**src/rtl/ahbl_cmd_master_if.sv**
```systemverilog
// Command-side handshake plus AHB-Lite master bus for ahbl_cmd_master.
// The master modport is the block's view; the slave modport is the requester/bus-slave side.
interface ahbl_cmd_master_if;
  logic        cmd_valid;
  logic        cmd_ready;
  logic        cmd_write;
  logic [31:0] cmd_addr;
  logic [2:0]  cmd_size;
  logic [31:0] cmd_wdata;
  logic        rsp_valid;
  logic [31:0] rsp_rdata;
  logic        rsp_err;
  logic [31:0] HADDR;
  logic        HWRITE;
  logic [2:0]  HSIZE;
  logic [1:0]  HTRANS;
  logic [2:0]  HBURST;
  logic [3:0]  HPROT;
  logic [31:0] HWDATA;
  logic        HREADY;
  logic        HRESP;
  logic [31:0] HRDATA;
  logic [15:0] xfer_cnt;
  logic [15:0] err_cnt;

  modport master (
    input  cmd_valid, cmd_write, cmd_addr, cmd_size, cmd_wdata,
    input  HREADY, HRESP, HRDATA,
    output cmd_ready, rsp_valid, rsp_rdata, rsp_err,
    output HADDR, HWRITE, HSIZE, HTRANS, HBURST, HPROT, HWDATA,
    output xfer_cnt, err_cnt
  );

  modport slave (
    output cmd_valid, cmd_write, cmd_addr, cmd_size, cmd_wdata,
    output HREADY, HRESP, HRDATA,
    input  cmd_ready, rsp_valid, rsp_rdata, rsp_err,
    input  HADDR, HWRITE, HSIZE, HTRANS, HBURST, HPROT, HWDATA,
    input  xfer_cnt, err_cnt
  );
endinterface

```
**src/rtl/ahbl_cmd_master.sv**
```systemverilog
// Single-outstanding AHB-Lite command master: address phase straight from cmd_*,
// one data-phase register, one registered response per accepted command.
module ahbl_cmd_master #(
  parameter logic [3:0] HPROT_VAL = 4'b0011
) (
  input logic               HCLK,
  input logic               HRESETn,
  ahbl_cmd_master_if.master bus
);

  localparam logic [1:0] HTRANS_IDLE   = 2'b00;
  localparam logic [1:0] HTRANS_NONSEQ = 2'b10;

  logic        dp_valid_q, dp_valid_d;
  logic        dp_local_q, dp_local_d;
  logic        dp_write_q, dp_write_d;
  logic [31:0] dp_wdata_q, dp_wdata_d;
  logic        rsp_valid_q, rsp_valid_d;
  logic        rsp_err_q, rsp_err_d;
  logic [31:0] rsp_rdata_q, rsp_rdata_d;
  logic [15:0] xfer_cnt_q, xfer_cnt_d;
  logic [15:0] err_cnt_q, err_cnt_d;

  logic legal_s;
  logic bus_err_s;
  logic ready_s;
  logic accept_s;
  logic done_s;
  logic done_err_s;

  // Size/alignment legality of the presented command.
  always_comb begin
    legal_s = 1'b0;
    case (bus.cmd_size)
      3'd0:    legal_s = 1'b1;
      3'd1:    legal_s = ~bus.cmd_addr[0];
      3'd2:    legal_s = (bus.cmd_addr[1:0] == 2'b00);
      default: legal_s = 1'b0;
    endcase
  end

  // A bus error in progress blocks both acceptance and a new NONSEQ.
  assign bus_err_s  = dp_valid_q & ~dp_local_q & bus.HRESP;
  assign ready_s    = HRESETn & bus.HREADY & ~bus_err_s;
  assign accept_s   = bus.cmd_valid & ready_s;
  assign done_s     = dp_valid_q & bus.HREADY;
  assign done_err_s = dp_local_q | bus.HRESP;

  assign bus.cmd_ready = ready_s;
  assign bus.HTRANS    = (HRESETn & bus.cmd_valid & legal_s & ~bus_err_s) ? HTRANS_NONSEQ : HTRANS_IDLE;
  assign bus.HADDR     = bus.cmd_addr;
  assign bus.HWRITE    = bus.cmd_write;
  assign bus.HSIZE     = bus.cmd_size;
  assign bus.HBURST    = 3'b000;
  assign bus.HPROT     = HPROT_VAL;
  assign bus.HWDATA    = (dp_valid_q & dp_write_q) ? dp_wdata_q : 32'h0000_0000;
  assign bus.rsp_valid = rsp_valid_q;
  assign bus.rsp_err   = rsp_err_q;
  assign bus.rsp_rdata = rsp_rdata_q;
  assign bus.xfer_cnt  = xfer_cnt_q;
  assign bus.err_cnt   = err_cnt_q;

  // Next-state for the data-phase register, response and counters.
  always_comb begin
    dp_valid_d  = dp_valid_q;
    dp_local_d  = dp_local_q;
    dp_write_d  = dp_write_q;
    dp_wdata_d  = dp_wdata_q;
    rsp_valid_d = 1'b0;
    rsp_err_d   = 1'b0;
    rsp_rdata_d = 32'h0000_0000;
    xfer_cnt_d  = xfer_cnt_q;
    err_cnt_d   = err_cnt_q;
    if (accept_s) begin
      dp_valid_d = 1'b1;
      dp_local_d = ~legal_s;
      dp_write_d = bus.cmd_write;
      dp_wdata_d = bus.cmd_wdata;
    end else if (bus.HREADY) begin
      dp_valid_d = 1'b0;
    end else begin
      dp_valid_d = dp_valid_q;
    end
    if (done_s) begin
      rsp_valid_d = 1'b1;
      rsp_err_d   = done_err_s;
      rsp_rdata_d = (~done_err_s & ~dp_write_q) ? bus.HRDATA : 32'h0000_0000;
      if (done_err_s) begin
        err_cnt_d = err_cnt_q + 16'd1;
      end else begin
        xfer_cnt_d = xfer_cnt_q + 16'd1;
      end
    end else begin
      rsp_valid_d = 1'b0;
    end
  end

  // State update with synchronous active-low reset; an in-flight phase is dropped silently.
  always_ff @(posedge HCLK) begin
    if (!HRESETn) begin
      dp_valid_q  <= 1'b0;
      dp_local_q  <= 1'b0;
      dp_write_q  <= 1'b0;
      dp_wdata_q  <= 32'h0000_0000;
      rsp_valid_q <= 1'b0;
      rsp_err_q   <= 1'b0;
      rsp_rdata_q <= 32'h0000_0000;
      xfer_cnt_q  <= 16'h0000;
      err_cnt_q   <= 16'h0000;
    end else begin
      dp_valid_q  <= dp_valid_d;
      dp_local_q  <= dp_local_d;
      dp_write_q  <= dp_write_d;
      dp_wdata_q  <= dp_wdata_d;
      rsp_valid_q <= rsp_valid_d;
      rsp_err_q   <= rsp_err_d;
      rsp_rdata_q <= rsp_rdata_d;
      xfer_cnt_q  <= xfer_cnt_d;
      err_cnt_q   <= err_cnt_d;
    end
  end

endmodule

```
**src/flat_wrapper.sv**
```systemverilog
// flat-port wrapper written by rule: the top's interface ports become plain ports
module ahbl_cmd_master_flat 
#(
  parameter logic [3:0] HPROT_VAL = 4'b0011
)
  (HCLK, HRESETn, bus_cmd_valid, bus_cmd_write, bus_cmd_addr, bus_cmd_size, bus_cmd_wdata, bus_HREADY, bus_HRESP, bus_HRDATA, bus_cmd_ready, bus_rsp_valid, bus_rsp_rdata, bus_rsp_err, bus_HADDR, bus_HWRITE, bus_HSIZE, bus_HTRANS, bus_HBURST, bus_HPROT, bus_HWDATA, bus_xfer_cnt, bus_err_cnt);
  ahbl_cmd_master_if bus_i ();
  input logic HCLK;
  input logic HRESETn;
  input wire logic [$bits(bus_i.cmd_valid)-1:0] bus_cmd_valid;
  input wire logic [$bits(bus_i.cmd_write)-1:0] bus_cmd_write;
  input wire logic [$bits(bus_i.cmd_addr)-1:0] bus_cmd_addr;
  input wire logic [$bits(bus_i.cmd_size)-1:0] bus_cmd_size;
  input wire logic [$bits(bus_i.cmd_wdata)-1:0] bus_cmd_wdata;
  input wire logic [$bits(bus_i.HREADY)-1:0] bus_HREADY;
  input wire logic [$bits(bus_i.HRESP)-1:0] bus_HRESP;
  input wire logic [$bits(bus_i.HRDATA)-1:0] bus_HRDATA;
  output wire logic [$bits(bus_i.cmd_ready)-1:0] bus_cmd_ready;
  output wire logic [$bits(bus_i.rsp_valid)-1:0] bus_rsp_valid;
  output wire logic [$bits(bus_i.rsp_rdata)-1:0] bus_rsp_rdata;
  output wire logic [$bits(bus_i.rsp_err)-1:0] bus_rsp_err;
  output wire logic [$bits(bus_i.HADDR)-1:0] bus_HADDR;
  output wire logic [$bits(bus_i.HWRITE)-1:0] bus_HWRITE;
  output wire logic [$bits(bus_i.HSIZE)-1:0] bus_HSIZE;
  output wire logic [$bits(bus_i.HTRANS)-1:0] bus_HTRANS;
  output wire logic [$bits(bus_i.HBURST)-1:0] bus_HBURST;
  output wire logic [$bits(bus_i.HPROT)-1:0] bus_HPROT;
  output wire logic [$bits(bus_i.HWDATA)-1:0] bus_HWDATA;
  output wire logic [$bits(bus_i.xfer_cnt)-1:0] bus_xfer_cnt;
  output wire logic [$bits(bus_i.err_cnt)-1:0] bus_err_cnt;
  assign bus_i.cmd_valid = bus_cmd_valid;
  assign bus_i.cmd_write = bus_cmd_write;
  assign bus_i.cmd_addr = bus_cmd_addr;
  assign bus_i.cmd_size = bus_cmd_size;
  assign bus_i.cmd_wdata = bus_cmd_wdata;
  assign bus_i.HREADY = bus_HREADY;
  assign bus_i.HRESP = bus_HRESP;
  assign bus_i.HRDATA = bus_HRDATA;
  assign bus_cmd_ready = bus_i.cmd_ready;
  assign bus_rsp_valid = bus_i.rsp_valid;
  assign bus_rsp_rdata = bus_i.rsp_rdata;
  assign bus_rsp_err = bus_i.rsp_err;
  assign bus_HADDR = bus_i.HADDR;
  assign bus_HWRITE = bus_i.HWRITE;
  assign bus_HSIZE = bus_i.HSIZE;
  assign bus_HTRANS = bus_i.HTRANS;
  assign bus_HBURST = bus_i.HBURST;
  assign bus_HPROT = bus_i.HPROT;
  assign bus_HWDATA = bus_i.HWDATA;
  assign bus_xfer_cnt = bus_i.xfer_cnt;
  assign bus_err_cnt = bus_i.err_cnt;
  ahbl_cmd_master #(.HPROT_VAL(HPROT_VAL)) u_core (.HCLK(HCLK), .HRESETn(HRESETn), .bus(bus_i));
endmodule
```
**config.mk**
```make
export PLATFORM = sky130hd
export DESIGN_NAME = ahbl_cmd_master_flat
export DESIGN_NICKNAME = d
export VERILOG_FILES = /design/src/rtl/ahbl_cmd_master_if.sv /design/src/rtl/ahbl_cmd_master.sv /design/src/flat_wrapper.sv
export SDC_FILE = /design/constraint.sdc
export NUM_CORES = 1
export LEC_CHECK = 0
export ABC_CLOCK_PERIOD_IN_PS = 2700
export BUFFER_PORTS_ARGS = -buffer_cell sky130_fd_sc_hd__buf_2
export CAP_MARGIN = 20
export CORE_MARGIN = 2
export CORE_UTILIZATION = 47
export DETAILED_ROUTE_END_ITERATION = 8
export PLACE_DENSITY = 0.95
export SYNTH_ARGS = -nofsm -noshare
export SYNTH_HDL_FRONTEND = slang
export SYNTH_SLANG_ARGS = --single-unit
```
**constraint.sdc**
```tcl
create_clock -name HCLK -period 2.7 [get_ports HCLK]
set_clock_uncertainty 0.05 [all_clocks]
set_input_delay 0.135 -clock HCLK [delete_from_list [all_inputs] [get_ports HCLK]]
set_output_delay 0.135 -clock HCLK [all_outputs]
set_load 0.03 [all_outputs]
```
Yosys cells after proc, flatten, opt, wreduce, memory -nomap -nowiden --
Index checks and enable logic that the tools add are counted.
Operators by class: equality and inequality tests 2, multiplexer cells 6, add/sub/neg operators 2, reduce and logical (&&, ||, !) cells 7, div/mod/pow operators 0, shifts and indexed selects 0, bitwise logic cells 18, multipliers 0, magnitude comparators 0
Operator list (number):
- 16-bit by 1-bit adder with 16-bit output, second input constant | 2
- 32-bit 2-to-1 mux | 1
- 1-bit bitwise AND | 11
- 1-bit NOT | 6
- 2-bit AND reduction | 3
- 3-bit by 1-bit equality test with 1-bit output, second input constant | 1
- 3-bit by 2-bit equality test with 1-bit output, second input constant | 1
- 3-bit zero test | 1
- 1-bit 2-to-1 mux | 3
- 1-bit case mux with 3 select lines | 1
- 3-bit AND reduction | 1
- 2-bit zero test | 1
- 2-bit 2-to-1 mux | 1
- 2-bit nonzero test | 1
- 1-bit bitwise OR | 1
Word-level totals: input port bits 105, bits in registers 101, latch bits 0, logic and storage cells 44, memory bits (writable) 0, memory bits (read-only) 0, memories kept 0

Longest topological paths before layout --
Gate-level depths: netlist of the first run.
depth in word-level cells 7, mapped depth 6

Worst setup path after synthesis of the first run --
OpenSTA, ideal clock, no wires.
path type register -> register, from register u_core.err_cnt_q[3], in the netlist u_core.bus.err_cnt[3], to register u_core.err_cnt_q[11], in the netlist u_core.bus.err_cnt[11], slack 0.807 ns, buffers on the path 1, cell stages (with the launch flop) 6, arrival time 1.773 ns, setup time 0.070 ns, cell sequence dfxtp_1 > nand4_1 > or4_1 > buf_2 > or3_1 > a21oi_1
Between the ends: cells in the longest elaborated chain, start to end 1
RTL lines:
- from (decl) | RTL line ahbl_cmd_master.sv:22 | logic [15:0] err_cnt_q, err_cnt_d;
- from (signal assigned) | RTL line ahbl_cmd_master.sv:119 | err_cnt_q <= err_cnt_d;
- 16-bit by 1-bit adder with 16-bit output | RTL line ahbl_cmd_master.sv:89 | err_cnt_d = err_cnt_q + 16'd1;
Every way passes these cells. A chain may end at the register's enable or synchronous reset.

Worst setup path in the final report of the first run --
from register u_core.dp_valid_q, to register u_core.xfer_cnt_q[15], in the netlist u_core.bus.xfer_cnt[15]
Between the ends: cells in the longest elaborated chain, start to end 2
RTL lines:
- from (decl) | RTL line ahbl_cmd_master.sv:14 | logic dp_valid_q, dp_valid_d;
- from (signal assigned) | RTL line ahbl_cmd_master.sv:111 | dp_valid_q <= dp_valid_d;
- 1-bit bitwise AND | RTL line ahbl_cmd_master.sv:46 | assign done_s = dp_valid_q & bus.HREADY;
- 2-bit AND reduction (no source line)
- to (signal assigned) | RTL line ahbl_cmd_master.sv:118 | xfer_cnt_q <= xfer_cnt_d;
- to (decl) | RTL line ahbl_cmd_master.sv:21 | logic [15:0] xfer_cnt_q, xfer_cnt_d;
Every way passes these cells.

==> impl_metrics.py, run 1 <==
metrics = {
    "status": {
        "status": "complete, no violations",
    },
    "grt": {
        "grt_pass1_wl_um": 18200,
        "antenna_found_initial": 0,
        "overflow": 0,
        "first_global_vias": 4031,
        "grt_max_degree": 67,
        "grt_usage": 0.232,
    },
    "timing": {
        "max_freq_mhz": 495,
        "tns_ps": 0,
        "timing.final.crit_share": 0.749,
        "slew_headroom": 0.458,
        "setup_viol": 0,
        "rsz0062_at_grt": "false",
        "fin_crit_ps": 2020,
        "worst_pin_slew_ps": 811,
        "slew_viol_final": 0,
        "hold_viol_final": 0,
    },
    "final_layout": {
        "nFillCells": 700,
        "utilization": 0.655,
        "layout-drive-gt1-share": 0.302,
        "diodes": 0,
        "nNetsFinal": 781,
        "area_growth_syn_to_layout_pct": 35.4,
    },
    "floorplanning": {
        "die_w_um": 98.6,
        "io_pins": 249,
        "fp-row-count": 34,
        "dieArea_sq_mm": 0.00971,
        "die_h_um": 98.6,
        "start_util": 0.484,
        "core_area_sq_mm": 0.00868,
    },
    "clock_tree": {
        "path_clk_slew_ps": 90,
        "insertion_delay_ps": 350,
        "post_cts_buffers": 0,
        "numCtsBuffers": 9,
        "cts_sinks": 101,
        "cts_root_buffer": "clkbuf_8",
        "cts_tree": "yes",
        "clk_path_buf_depth": 2,
        "cts-htree-levels": 3,
    },
    "routing": {
        "first_iter_violations": 182,
        "wirelength_um": 11700,
        "postRouteAntennaNets": 0,
        "drt_pre_antenna_iters": 4,
        "drc": 0,
        "num_vias": 4035,
        "avgViaCountPerCell": 5.13,
        "wl_per_cell_um": 14.9,
    },
    "synth": {
        "synth-edff-count": 0,
        "ys_seq_elements": 101,
        "synth_seq_area_share": 0.481,
        "synth_cells": 481,
        "netlist_area_sq_mm": 0.00420,
        "ys_types": 37,
        "synthFlopType": "dfxtp_1",
        "yosysWarningCount": 0,
        "async_reset_ff_frac": 0,
        "syn_area_per_cell_sq_um": 8.73,
    },
    "worst_setup_path": {
        "critPathArrivalTime_ps": 2250,
        "r2r-start": "u_core.dp_valid_q",
        "end_kind": "flip-flop",
        "reg2reg_slack_ps": 680,
        "r2r-end": "u_core.bus.xfer_cnt[15]",
        "worstPathMaxFanout": 15,
        "startpoint": "u_core.dp_valid_q",
        "crit_end": "u_core.bus.xfer_cnt[15]",
        "required_ps": 2930,
        "worstSetupPathType": "flip-flop to flip-flop",
        "rr_worst_depth": 5,
        "crit_path_start_kind": "flip-flop",
    },
    "power": {
        "power_frac_seq": 0.564,
        "ir_drop_uv": 396,
        "leakagePower_nw": 2.90,
        "p_sw_frac": 0.256,
        "clkPwrFrac": 0.335,
        "p_per_area_mw_per_mm2": 480,
        "p_switching_w": 0.000700,
        "p_int_w": 0.00203,
        "power.share.combinational": 0.101,
    },
    "placed_design": {
        "io_buffers": 180,
        "post-dp-hpwl_um": 7350,
        "gp_congestion": 0.776,
    },
    "min_path": {
        "hp-class": "input port to flip-flop",
    },
    "job": {
        "maxCapViolations": 0,
    },
}
==> worst min-delay path by stage <==
stage,startpoint,end,slack (ps),cells past startpoint
2_1_floorplan,bus_HRDATA[0],u_core.bus.rsp_rdata[0],210,1
3_5_place_dp,bus_cmd_addr[10],bus_HADDR[10],220,0
3_3_place_gp,bus_cmd_addr[10],bus_HADDR[10],220,0
5_1_grt,bus_cmd_write,u_core.dp_write_q,30,3
6_report,bus_cmd_write,u_core.dp_write_q,9,3
4_1_cts,bus_cmd_wdata[24],u_core.dp_wdata_q[24],0.8,3
==> state kept, by name, summed over array words and instances (netlist names) <==
| register | cells |
|---|---|
| u_core.bus.err_cnt | 16 |
| u_core.bus.rsp_err | 1 |
| u_core.bus.rsp_rdata | 32 |
| u_core.bus.rsp_valid | 1 |
| u_core.bus.xfer_cnt | 16 |
| u_core.dp_local_q | 1 |
| u_core.dp_valid_q | 1 |
| u_core.dp_wdata_q | 32 |
| u_core.dp_write_q | 1 |
==> layout by cell type, fill, tap and decap left out, types with 14 or more instances in the layout <==
master,n
buf_2,180
a21oi_1,14
dfxtp_1,101
and3_1,37
nand3_1,42
nor2_1,18
and2_1,35
inv_1,38
dlygate4sd3_1,62
o21ai_0,45
==> critical path, stage by stage, from the launching register on <==
cell	delay, ps
dfxtp_1	450
buf_4	230
and4bb_2	390
nand3_1	240
or4_1	450
a21oi_1	150
==> layer usage <==
| metal | up-vias | global-route usage | wire, um |
|---|---|---|---|
| li1 | 1941 | - | - |
| met1 | 1858 | 0.237 | 4350 |
| met2 | 183 | 0.432 | 6070 |
| met3 | 53 | 0.0525 | 795 |
| met4 | 0 | 0.128 | 529 |
| met5 | - | 0 | 0 |
==> final cells by class <==
cell class	count	area, sq um	share of cell area
clock inverters	6	55.1	0.00968
flip-flops and latches	101	2020	0.355
multi-input cells	276	1630	0.286
repair buffers	248	1570	0.275
well taps	108	135	0.0238
clock buffers	10	138	0.0242
inverters	38	143	0.0251
==> Yosys cell counts, types with 2 or more instances <==
master	count	area, sq um
nor2_1	18	67.6
dfxtp_1	101	2020
and2_1	35	219
or4_1	3	22.5
mux2i_1	3	30.0
nand2_1	12	45.0
o21a_1	2	15.0
nor3_1	3	15.0
xor2_1	12	105
o21ai_0	45	225
buf_2	2	10.0
and4_1	4	35.0
buf_4	45	338
xnor2_1	3	26.3
ha_1	2	25.0
nand3_1	42	210
conb_1	2	7.51
clkbuf_1	23	86.3
a21oi_1	14	70.1
or3_1	10	62.6
and3_1	37	231
nand4_1	10	62.6
inv_1	38	143
buf_1	2	7.51
==> through the flow <==
stage	setup WS (ps)	power (W)	instance area (sq um)	hold slack, ps	cells
after floorplan	807	0.00178	4220	207	487
after global placement	682	0.00176	4870	220	709
after detailed placement	585	0.00177	4870	220	709
after CTS	561	0.00275	5680	0.778	787
after global routing	556	0.00284	5690	27.3	787
final	678	0.00273	5690	8.60	787
==> cell families after synthesis <==
family / count (synthesis) / share of synthesized area
AOI/OAI and AO/OA: 67 / 0.0887
xor gates and xnor gates: 15 / 0.0313
adders and majority gates: 2 / 0.00595
buffers and inverters: 110 / 0.139
DFF: 101 / 0.481
muxes: 3 / 0.00715
other: 2 / 0.00179
and+or+nand+nor: 181 / 0.245
==> what timing repair did <==
action	CTS	global route
hold buffers	62	0
endpoints found under the setup margin	0	0
hold endpoints to repair	62	0
resized for setup	0	0
==> power by group through the flow <==
stage	Combinational, W	Clock, W	Sequential (W)
final	0.000275	0.000916	0.00154
after global routing	0.000300	0.000992	0.00155
after CTS	0.000268	0.000940	0.00154
after detailed placement	0.000198	0	0.00157
after global placement	0.000192	0	0.00157
after floorplan	0.000202	0	0.00158
(Power assumes the default switching activity.)
==> inputs of run 2 (changes only) <==
- ABC_CLOCK_PERIOD_IN_PS: 2700 -> 1800
- CORE_UTILIZATION: 47 -> 39
- PLACE_DENSITY: 0.95 -> 0.87
- clock period: 2.7 -> 1.8 ns (I/O delays scaled with it)
==> run 2 against run 1 <==
  * Critical path depth unchanged
  * Core utilization fell by 8.0 points
  * Setup slack worse by 600 ps
  * Hold slack improved by 94 ps
  * Clock-buffer cell count is 1 higher
  * Highest routed layer unchanged
  * Via count is 0.12% lower
  * Combinational power increased by 65%
  * Routed wire length rose by 4.7%
  * Largest power group unchanged
==> impl_metrics.py, run 2 (same netlist as run 1, synthesis figures left out) <==
metrics = {
    "routing": {
        "drc": 0,
        "wl_per_cell_um": 14.7,
        "num_vias": 4030,
        "wirelength_um": 12300,
        "first_iter_violations": 188,
        "avgViaCountPerCell": 4.82,
        "drt_pre_antenna_iters": 6,
        "postRouteAntennaNets": 0,
    },
    "power": {
        "ir_drop_uv": 381,
        "p_per_area_mw_per_mm2": 689,
        "leakagePower_nw": 3.01,
        "power_w": 0.00411,
    },
    "final_layout": {
        "layout-drive-gt1-share": 0.331,
        "nNetsFinal": 802,
        "final_common_cell": "buf_2",
        "area_growth_syn_to_layout_pct": 41.9,
        "diodes": 0,
        "final_cell_mix": "179 x buf_2, 93 x dfxtp_1, 65 x dlygate4sd3_1",
    },
    "timing": {
        "rsz0062_at_grt": "true",
        "fin_crit_ps": 1720,
        "max_freq_mhz": 582,
        "slew_viol_final": 0,
        "hold_viol_final": 0,
        "timing.final.crit_share": 0.954,
        "tns_ps": 0,
        "setup_viol": 0,
    },
    "worst_setup_path": {
        "critPathArrivalTime_ps": 1580,
        "end_kind": "output port",
        "required_ps": 1660,
        "reg2reg_slack_ps": 150,
        "critical_path.cell_chain": "buf_12 -> nand3b_1 -> and4b_1 -> and2_1 -> buf_6",
        "worstSetupPathType": "flip-flop to output port",
        "cpMaxStageDelayCell": "dfxtp_4",
        "crit_path_start_kind": "flip-flop",
        "crit_path_max_incr_delay_ps": 410,
        "worstPathMaxFanout": 18,
    },
    "floorplanning": {
        "dieArea_sq_mm": 0.0116,
        "die_w_um": 108,
        "die_h_um": 108,
        "start_util": 0.405,
        "core_area_sq_mm": 0.0104,
        "io_pins": 249,
        "fp-row-count": 37,
    },
    "status": {
        "status": "complete, no violations",
    },
    "job": {
        "maxCapViolations": 0,
    },
    "clock_tree": {
        "cts_tree": "yes",
        "numCtsBuffers": 9,
        "clk_path_buf_depth": 2,
        "path_clk_slew_ps": 90,
        "cts_root_buffer": "clkbuf_8",
        "cts-htree-levels": 3,
        "cts_sinks": 101,
        "insertion_delay_ps": 350,
    },
    "grt": {
        "grt_max_degree": 45,
        "first_global_vias": 3972,
        "overflow": 0,
        "antenna_found_initial": 0,
        "grt_pass1_wl_um": 18200,
        "grt_usage": 0.200,
    },
    "min_path": {
        "hp-class": "input port to flip-flop",
    },
    "placed_design": {
        "io_buffers": 180,
        "gp_congestion": 0.776,
        "post-dp-hpwl_um": 7670,
    },
}
==> run 2: cell types whose count changed in the layout (fill, tap and decap cells not counted), moves of 2 or more <==
| cell | before | now |
|---|---|---|
| buf_12 | 0 | 3 |
| buf_4 | 6 | 19 |
| buf_6 | 0 | 2 |
| clkinv_4 | 4 | 0 |
| clkinvlp_4 | 0 | 3 |
| dfxtp_1 | 101 | 93 |
| dfxtp_2 | 0 | 6 |
| dfxtp_4 | 0 | 2 |
| dlygate4sd3_1 | 62 | 65 |
==> run 2: metal layers <==
metal | up-vias | track usage | part of all wire
li1 | 1980 | - | -
met1 | 1841 | 0.196 | 0.36
met2 | 152 | 0.380 | 0.54
met3 | 57 | 0.0527 | 0.057
met4 | 0 | 0.107 | 0.041
met5 | - | 0 | 0
==> run 2: final cells by class <==
| type | count | area [sq um] |
|---|---|---|
| well taps | 136 | 170 |
| clock inverters | 5 | 42.5 |
| inverters | 38 | 143 |
| multi-input cells | 276 | 1630 |
| fillers | 911 | 4410 |
| clock buffers | 11 | 141 |
| flip-flops and latches | 101 | 2040 |
| repair buffers | 269 | 1800 |
==> run 2: worst paths after layout <==
path                                          endpoint  cells past startpoint                  start
worst min-delay path             u_core.dp_wdata_q[19]                      3                HRESETn
worst max-delay path                     bus_HTRANS[1]                      5      u_core.dp_valid_q
worst min register to register   u_core.dp_wdata_q[12]                      2  u_core.dp_wdata_q[12]
worst max register to register  u_core.bus.err_cnt[11]                      4      u_core.dp_valid_q
==> run 2: metrics by stage <==
step | hold slack, ps | std cells | instance area (sq um) | util | worst slack [ps]
after floorplan | 162 | 487 | 4230 | - | 24.1
after global placement | 130 | 752 | 5050 | 0.487 | 104
after detailed placement | 130 | 752 | 5050 | 0.487 | 49.9
after CTS | 70.2 | 833 | 5900 | 0.569 | 18.7
after global routing | 71.6 | 836 | 5960 | 0.575 | -14.3
final | 103 | 836 | 5960 | 0.575 | 82.1
==> run 2: power by group <==
part / internal [W] / switching (W)
logic: 0.000228 / 0.000226
clock network: 0.000556 / 0.000789
registers: 0.00228 / 0.0000273
==> run 2: repair_timing <==
item	4_1_cts	5_1_grt
setup buffers	0	2
cloned	0	1
setup endpoints to repair	2	3
hold buffers	65	0
endpoints found under the hold margin	65	0
pin swaps	0	2
gates resized for setup	6	7
==> run 2: critical path, delay by kind of cell (launching register included) <==
kind                   cells  cell delay [ps]
buffers and inverters      2              290
DFF                        1              410
and+or+nand+nor            3              530
==> inputs of run 3 (changes only) <==
- ABC_AREA: unset -> 1
- CORE_UTILIZATION: 39 -> 40
- PLACE_DENSITY: 0.87 -> 0.88
==> run 3 against run 2 <==
  * Cell count is 14% higher
  * Design area is 0.34% higher
  * Fmax is 4.6% higher
  * Register-to-register slack better by 120 ps
  * Setup slack better by 75 ps
  * Die area is 1.7% higher
  * Critical path depth is 1 lower
  * Clock power is 12% higher
  * Synthesized cell count is 25% higher
  * Critical path type unchanged
==> impl_metrics.py, run 3 <==
metrics = {
    "routing": {
        "wl_per_cell_um": 12.3,
        "first_iter_violations": 337,
        "drc": 0,
        "avgViaCountPerCell": 4.53,
        "wirelength_um": 11700,
        "drt_pre_antenna_iters": 5,
        "num_vias": 4310,
        "postRouteAntennaNets": 0,
    },
    "clock_tree": {
        "clk_path_buf_depth": 2,
        "cts_tree": "yes",
        "cts-htree-levels": 3,
        "cts_sinks": 101,
        "numCtsBuffers": 9,
        "cts_root_buffer": "clkbuf_8",
        "path_clk_slew_ps": 100,
        "post_cts_buffers": 0,
        "insertion_delay_ps": 360,
    },
    "final_layout": {
        "area_growth_syn_to_layout_pct": 36.4,
        "utilization": 0.554,
        "multiInputGateArea_sq_mm": 0.00156,
        "regArea_sq_mm": 0.00202,
        "final_common_cell": "buf_2",
        "layout-drive-gt1-share": 0.258,
        "nNetsFinal": 913,
        "final_cell_mix": "180 x buf_2, 121 x nor2_1, 107 x inv_1",
        "nFillCells": 957,
    },
    "worst_setup_path": {
        "crit_path_max_incr_delay_ps": 430,
        "worstSetupPathType": "flip-flop to output port",
        "crit_path_start_kind": "flip-flop",
        "required_ps": 1660,
        "timing.critical_path.buf_inv": 2,
        "critical_path.cell_chain": "nand2_1 -> buf_4 -> nor2_1 -> buf_2",
        "end_kind": "output port",
        "critPathArrivalTime_ps": 1500,
        "cpMaxStageDelayCell": "dfxtp_1",
        "worstPathMaxFanout": 32,
        "cpLargestDelayFamily": "buffers and inverters",
    },
    "timing": {
        "timing.final.crit_share": 0.913,
        "max_freq_mhz": 609,
        "hold_viol_final": 0,
        "rsz0062_at_grt": "false",
        "slew_viol_final": 0,
        "fin_crit_ps": 1640,
        "setup_viol": 0,
        "tns_ps": 0,
    },
    "floorplanning": {
        "dieArea_sq_mm": 0.0118,
        "die_w_um": 109,
        "io_pins": 249,
        "core_area_sq_mm": 0.0108,
        "die_h_um": 109,
        "start_util": 0.406,
        "fp-row-count": 38,
    },
    "synth": {
        "netlist_area_sq_mm": 0.00439,
        "synth_seq_area_share": 0.461,
        "netlist_top_cells_count": "121 x nor2_1, 107 x inv_1, 104 x nand2_1",
        "ys_seq_elements": 101,
        "synth-edff-count": 0,
        "yosys.area.top_type": "dfxtp_1",
        "async_reset_ff_frac": 0,
        "yosysWarningCount": 0,
        "synth_cells": 603,
        "syn_area_per_cell_sq_um": 7.27,
        "synth_top_cell_area_share": 0.461,
        "synthFlopType": "dfxtp_1",
        "synth.most_common_cell": "nor2_1",
        "ys_top_cells_by_area": "dfxtp_1 46%, nor2_1 10%, inv_1 9.2%",
        "ys_types": 27,
    },
    "placed_design": {
        "post-dp-hpwl_um": 7610,
        "gp_congestion": 0.844,
        "io_buffers": 180,
    },
    "grt": {
        "grt_usage": 0.187,
        "grt_max_degree": 49,
        "grt_pass1_wl_um": 17500,
        "overflow": 0,
        "first_global_vias": 3897,
        "antenna_found_initial": 0,
    },
    "min_path": {
        "hp-class": "input port to flip-flop",
    },
    "power": {
        "leakagePower_nw": 3.01,
        "ir_drop_uv": 331,
        "p_per_area_mw_per_mm2": 713,
    },
    "status": {
        "status": "complete, no violations",
    },
    "job": {
        "maxCapViolations": 0,
    },
}
==> run 3: cell types whose count changed after synthesis, moves of 5 or more <==
cell	delta
and2_1	-35
and3_1	-37
clkbuf_1	-13
inv_1	+69
nand2_1	+92
nand3_1	-27
nand4_1	-5
nor2_1	+103
o21ai_0	-29
o31ai_1	+32
or3_1	-10
xor2_1	-10
==> run 3: layout make-up <==
cell class                      instances  area share
Tap cell                              140      0.0293
Antenna cell                            1    0.000418
Multi-Input combinational cell        336       0.260
Inverter                              107      0.0671
Timing Repair Buffer                  251       0.271
Clock buffer                            9      0.0207
Clock inverter                          7      0.0134
Sequential cell                       101       0.338
==> run 3: kinds of logic after synthesis <==
logic type | count (synthesis) | share of synthesized area
compound gates | 67 | 0.0964
xor+xnor | 3 | 0.00599
flops | 101 | 0.461
simple gates | 256 | 0.238
buf+inv | 172 | 0.191
fa+ha+maj | 2 | 0.00570
other cells | 2 | 0.00171
==> run 3: layer usage <==
layer / up-vias / GRT usage / part of all wire
met1: 1942 / 0.212 / 0.40
met4: 0 / 0.0760 / 0.025
met5: - / 0 / 0
met2: 161 / 0.327 / 0.50
met3: 25 / 0.0568 / 0.077
li1: 2182 / - / -
==> run 3: path summary, 6_finish.rpt <==
kind              slack [ps]                      to  cells past startpoint                   from
hold reg to reg          420   u_core.bus.err_cnt[4]                      2  u_core.bus.err_cnt[4]
hold / removal            30    u_core.bus.rsp_valid                      3             bus_HREADY
setup / recovery         160           bus_HWDATA[4]                      4      u_core.dp_valid_q
setup reg to reg         270  u_core.bus.err_cnt[13]                      7      u_core.dp_valid_q
==> run 3: power by group <==
group          internal (W)  leakage [nW]  total (W)  switching (W)
Sequential          0.00229         0.818    0.00230      0.0000182
Combinational      0.000219          2.09   0.000467       0.000248
Clock              0.000663         0.102    0.00150       0.000833
Total               0.00317          3.01    0.00427        0.00110
==> run 3: per-stage QoR <==
| step | setup WS (ps) | total power [W] | area, sq um | std cells | hold slack [ps] |
|---|---|---|---|---|---|
| 6_report | 157 | 0.00427 | 5980 | 952 | 29.2 |
| 3_5_place_dp | 291 | 0.00270 | 5120 | 870 | 130 |
| 4_1_cts | 157 | 0.00430 | 5980 | 951 | 13.9 |
| 3_3_place_gp | 350 | 0.00269 | 5120 | 870 | 130 |
| 5_1_grt | 71.6 | 0.00447 | 5980 | 951 | 27.0 |
| 2_1_floorplan | 283 | 0.00271 | 4410 | 609 | 152 |
==> run 3: timing repair <==
item                      in CTS  in global routing
gates resized for setup        0                  0
hold endpoints to repair      65                  0
hold buffers                  65                  0
==> run 3: worst register-to-register path: stages (launching register included) <==
cell     delay (ps)
dfxtp_1         430
nand2_4         120
nor2_4          300
nand3_1         160
nor2_2          180
nand3_1          90
nand2_1          70
nor2_1           40
